`config.mk`:
```
export PLATFORM = sky130hd
export DESIGN_NAME = flash_bus_master
export DESIGN_NICKNAME = d
export VERILOG_FILES = /design/src/rtl/flash_bus_master_pkg.sv /design/src/rtl/flash_bus_master_ir_assembler.sv /design/src/rtl/flash_bus_master.sv
export SDC_FILE = /design/constraint.sdc
export NUM_CORES = 1
export LEC_CHECK = 0
export CORE_AREA = 2 2 104 106
export DETAILED_ROUTE_END_ITERATION = 10
export DIE_AREA = 0 0 106 108
export PLACE_DENSITY = 0.84
export SETUP_SLACK_MARGIN = 0.3
export SLEW_MARGIN = 30
export SYNTH_ARGS = -nofsm -noshare
export SYNTH_HDL_FRONTEND = slang
export SYNTH_SLANG_ARGS = --single-unit
```
`constraint.sdc`:
```
create_clock -name clk -period 10.3 [get_ports clk]
set_clock_uncertainty 0.05 [all_clocks]
set_input_delay 2.06 -clock clk [delete_from_list [all_inputs] [get_ports clk]]
set_output_delay 2.06 -clock clk [all_outputs]
set_load 0.05 [all_outputs]
```
`src/rtl/flash_bus_master_pkg.sv`:
```
// Shared types and constants for the flash bus master slice.
// Holds the controller state encoding, parameter defaults and RV32 opcodes.
package flash_bus_master_pkg;

    localparam int DEFAULT_READ_LAT = 3;
    localparam int DEFAULT_ADDR_W   = 24;

    localparam logic [6:0] OPCODE_LOAD  = 7'b0000011;
    localparam logic [6:0] OPCODE_STORE = 7'b0100011;
    localparam logic [6:0] OPCODE_OP    = 7'b0110011;

    typedef enum logic [1:0] {
        IDLE  = 2'd0,
        FETCH = 2'd1,
        LOAD  = 2'd2,
        STORE = 2'd3
    } state_t;

endpackage

```
`src/rtl/flash_bus_master_ir_assembler.sv`:
```
// Byte-lane shadow register that collects instruction bytes during a fetch.
// Writes one 8-bit lane per strobe; clear wins over write.
module ir_assembler (
    input  logic        clk,
    input  logic        reset,
    input  logic        clear,
    input  logic        wr_en,
    input  logic [1:0]  lane,
    input  logic [7:0]  wr_byte,
    output logic [31:0] word
);

    always_ff @(posedge clk or posedge reset) begin
        if (reset) begin
            word <= '0;
        end else if (clear) begin
            word <= '0;
        end else if (wr_en) begin
            word[{lane, 3'b000} +: 8] <= wr_byte;
        end
    end

endmodule

```
`src/rtl/flash_bus_master.sv`:
```
// Flash bus master: serialises 32-bit instruction fetches, byte loads and
// byte stores onto a byte-wide flash port with a fixed read latency.
module flash_bus_master
    import flash_bus_master_pkg::*;
#(
    parameter int READ_LAT = DEFAULT_READ_LAT,
    parameter int ADDR_W   = DEFAULT_ADDR_W
) (
    input  logic              clk,
    input  logic              reset,
    input  logic              fetch_req,
    input  logic [ADDR_W-1:0] fetch_addr,
    input  logic              ld_req,
    input  logic              st_req,
    input  logic [ADDR_W-1:0] data_addr,
    input  logic [7:0]        st_data,
    output logic              busy,
    output logic [31:0]       ir,
    output logic              ir_valid,
    output logic [7:0]        ld_data,
    output logic              ld_valid,
    output logic              st_done,
    output logic              flash_re,
    output logic              flash_we,
    output logic [ADDR_W-1:0] flash_addr,
    output logic [7:0]        flash_in,
    input  logic [7:0]        flash_out
);

    state_t      state;
    logic [2:0]  lat_cnt;
    logic [1:0]  byte_cnt;
    logic        lat_done;
    logic [31:0] asm_word;
    logic [31:0] fetch_word;

    assign busy     = (state != IDLE);
    assign lat_done = (lat_cnt == 3'(READ_LAT - 1));

    // The last byte bypasses the shadow so ir can be loaded on the final edge.
    always_comb begin
        fetch_word        = asm_word;
        fetch_word[31:24] = flash_out;
    end

    ir_assembler u_ir_assembler (
        .clk     (clk),
        .reset   (reset),
        .clear   (state == IDLE),
        .wr_en   ((state == FETCH) && lat_done),
        .lane    (byte_cnt),
        .wr_byte (flash_out),
        .word    (asm_word)
    );

    always_ff @(posedge clk or posedge reset) begin
        if (reset) begin
            state      <= IDLE;
            lat_cnt    <= '0;
            byte_cnt   <= '0;
            ir         <= '0;
            ir_valid   <= 1'b0;
            ld_data    <= '0;
            ld_valid   <= 1'b0;
            st_done    <= 1'b0;
            flash_re   <= 1'b0;
            flash_we   <= 1'b0;
            flash_addr <= '0;
            flash_in   <= '0;
        end else begin
            ir_valid <= 1'b0;
            ld_valid <= 1'b0;
            st_done  <= 1'b0;
            case (state)
                IDLE: begin
                    lat_cnt  <= '0;
                    byte_cnt <= '0;
                    if (st_req) begin
                        state      <= STORE;
                        flash_we   <= 1'b1;
                        flash_addr <= data_addr;
                        flash_in   <= st_data;
                        st_done    <= 1'b1;
                    end else if (ld_req) begin
                        state      <= LOAD;
                        flash_re   <= 1'b1;
                        flash_addr <= data_addr;
                    end else if (fetch_req) begin
                        state      <= FETCH;
                        flash_re   <= 1'b1;
                        flash_addr <= fetch_addr;
                    end
                end
                FETCH: begin
                    if (lat_done) begin
                        lat_cnt <= '0;
                        if (byte_cnt == 2'd3) begin
                            ir         <= fetch_word;
                            ir_valid   <= 1'b1;
                            state      <= IDLE;
                            flash_re   <= 1'b0;
                            flash_addr <= '0;
                        end else begin
                            byte_cnt   <= byte_cnt + 2'd1;
                            flash_addr <= flash_addr + ADDR_W'(1);
                        end
                    end else begin
                        lat_cnt <= lat_cnt + 3'd1;
                    end
                end
                LOAD: begin
                    if (lat_done) begin
                        ld_data    <= flash_out;
                        ld_valid   <= 1'b1;
                        state      <= IDLE;
                        flash_re   <= 1'b0;
                        flash_addr <= '0;
                    end else begin
                        lat_cnt <= lat_cnt + 3'd1;
                    end
                end
                STORE: begin
                    state      <= IDLE;
                    flash_we   <= 1'b0;
                    flash_addr <= '0;
                    flash_in   <= '0;
                end
                default: begin
                    state      <= IDLE;
                    flash_re   <= 1'b0;
                    flash_we   <= 1'b0;
                    flash_addr <= '0;
                    flash_in   <= '0;
                end
            endcase
        end
    end

endmodule

```
==> results.md <==
- Hpwl dp: roughly 9700 um
- Required time of the critical path: ~8000 ps
- First-pass GRT wire length: 21000 um
- # Post-CTS Setup Buffers: 0
- Hold buffers post-CTS: 0
- Wirelength per Cell: ~17 um
- Place WS: between 5000 and 6000 ps
- Drt first-iter violations: roughly 190
- Setup violators final: 0
- Pins over their slew limit: 0
- Outcome: completed
- Top cell type's share of synthesized area: between 50% and 60%
- Die area: about 11000 um^2
- Tot Pwr: between 1.5 and 2 mW
- Most area-consuming cells after synthesis: dfrtp_1 (52%), mux2_1 (7.1%), nand2_1 (6.3%)
- Largest net degree at the start of global routing: 56
- GPL Wtd Cong: approximately 0.84
- Syn nets: 583
- Area Growth Syn to Fin: 33.5%
- Post_cts resized: 0
- Port Buf Inserts: 146
- Register clock-pin slew on the reported worst setup and hold paths: roughly 100 ps
- Fin Hold WS: approximately 440 ps
- Max Cap Viol: 0
- Antenna violations before repair: 0
- Final core occ: about two thirds
- # IOs: roughly 150
- Syn_area_per_cell: 10.4 um^2
- Commonest cells post-synth: dfrtp_1 (108), nand2_1 (87), mux2_1 (33)
- WP data arrival: between 2000 and 2500 ps
- Unrepaired setup endpoints after global routing: no
- Htree depth: 3
- Worst VDD drop: about 0.16 mV
- R2r setup slk: between 7000 and 8000 ps
- Fin nets: a little over 700
- Hold Path Class: flop to flop
- Layout cells sized above 1: 6.70%
- Synth cell types: 51
- Worst skew pair latency: approximately 360 ps
- Vias in the first global route: 4346
- Tot GR Track Use: 23.0%
- CTS tree: done
- Cts bufs inserted: 9
- Netlist Area Pre-Place: about 5200 um^2
- Most common cell in the netlist: dfrtp_1
- Die Span Y: 108 um
- Post-Route WL: between 10000 and 15000 um
- CP Launch Type: flop
- Worst slew margin: 39.6%
- CP max FO: 13
- Clock tree sinks: approximately 110
- FF+latch count, synth: 108
- Final worst setup slack: around 5800 ps
- Post-Syn Instances: 502
- Final period util: between 40% and 50%
- # diodes: 0
- PwrDens: ~240 nW/um^2
- Vias after detailed routing: between 4000 and 5000
- CTS Root Cell: clkbuf_8
- Main synth FF type: dfrtp_1
- Clock Path Buffers: 2
- Final Hold Fails: 0
- Synth warn: 0
- Seq/Total Area, Yosys: between 50% and 60%
- Clock period minus worst slack: approximately 4500 ps
- Asr flop ratio synth: 100%
- DRT Pass-1 Iters: 5
- Setup CP Type: flop to output port
- Number of synthesized flops with an enable pin: 0
- Gr ovfl total: 0
- Synth area leader: dfrtp_1
- Pleak: 3.12 nW
- Die X: about 110 um
- Worst Setup End Kind: output port
- Max Fclk: 0.225 GHz
- FILL cells: 791
- Core Rows: 37
- Via/cell ratio: between 5 and 6
- DRC viols: 0
- Core footprint: between 10000 and 15000 um^2
- Worst slew pin tran: between 900 and 1000 ps
- Setup_tns: 0 ps
- Initial Util: 51.0%
- Antenna viol nets, final: 0
## state kept, by name (all words and copies together) (netlist names), 2 cells and up
register             count
ir                      32
u_ir_assembler.word     24
byte_cnt                 2
flash_in                 8
state                    2
ld_data                  8
flash_addr              24
lat_cnt                  3
## power by group
part,switching [mW],total (mW),internal [mW]
sequential,0.0895,0.595,0.506
combinational,0.553,0.838,0.285
clock,0.150,0.249,0.0990
total,0.793,1.68,0.889
## cell type report
type	count	area (um^2)	share of cell area [%]
inverter	16	62.6	0.898
clock buffer	10	138	1.97
multi-input combinational	353	2360	33.8
sequential	108	2700	38.8
timing repair buffer	149	1480	21.3
clock inverter	6	55.1	0.790
tap	136	170	2.44
## metal layers
metal	global-route usage (%)	vias to the layer above	share of wire, %
li1	-	2075	-
met1	29.4	2109	42
met2	40.0	207	50
met3	4.04	16	7.3
met4	7.24	0	1.4
met5	0	-	0
## critical path: stages, from the launching register on
cell	delay (ps)
dfrtp_1	420
inv_1	140
ha_1	560
inv_1	140
clkdlybuf4s50_1	740
## cell families (layout without fill, tap and decap cells)
family	after synthesis	after routing	synth area share (%)
flops	108	108	51.8
xor+xnor	1	1	0.168
compound gates	133	133	16.8
mux	43	43	9.23
simple gates	164	164	15.9
buf+inv	41	181	3.19
fa+ha+maj	12	12	2.88
## per-stage QoR
stage | cell area, um^2 | instances
2_1_floorplan | 5220 | 502
3_3_place_gp | 6770 | 762
3_5_place_dp | 6780 | 762
4_1_cts | 6970 | 778
5_1_grt | 6970 | 778
6_report | 6970 | 778
## cell usage in the layout, fill, tap and decap left out, drive strengths merged, types with 2 or more instances in the layout
cell type and instances:
clkinv 2, and4 2, clkbuf 10, nand2 87
and3 3, a22oi 2, a22o 31, nor3 5
nor2 24, nand4 4, a32oi 4, inv 18
a21oi 23, o21ai 44, o22ai 4, nand2b 5
ha 12, and2 4, clkdlybuf4s50 146, mux2 41
nand4b 2, nor2b 5, nor4 8, a31oi 8
dfrtp 108, a21o 2, mux2i 2, clkinvlp 2
nand3 9, o31ai 4, a21boi 2, o311ai 8
buf 3
## final timing paths
check / end / start / depth (start not counted)
hold / removal: u_ir_assembler.word[8]$_DFFE_PP0P_ / u_ir_assembler.word[8]$_DFFE_PP0P_ / 2
max in group asynchronous: flash_addr[1]$_DFFE_PP0P_ / reset / 3
min in group asynchronous: ir[26]$_DFFE_PP0P_ / reset / 2
hold reg to reg: u_ir_assembler.word[8]$_DFFE_PP0P_ / u_ir_assembler.word[8]$_DFFE_PP0P_ / 2
setup / recovery: busy / state[0]$_DFFE_PP0P_ / 4
setup reg to reg: flash_addr[20]$_DFFE_PP0P_ / state[0]$_DFFE_PP0P_ / 6
Note: power is estimated with default switching activity, not from simulation.
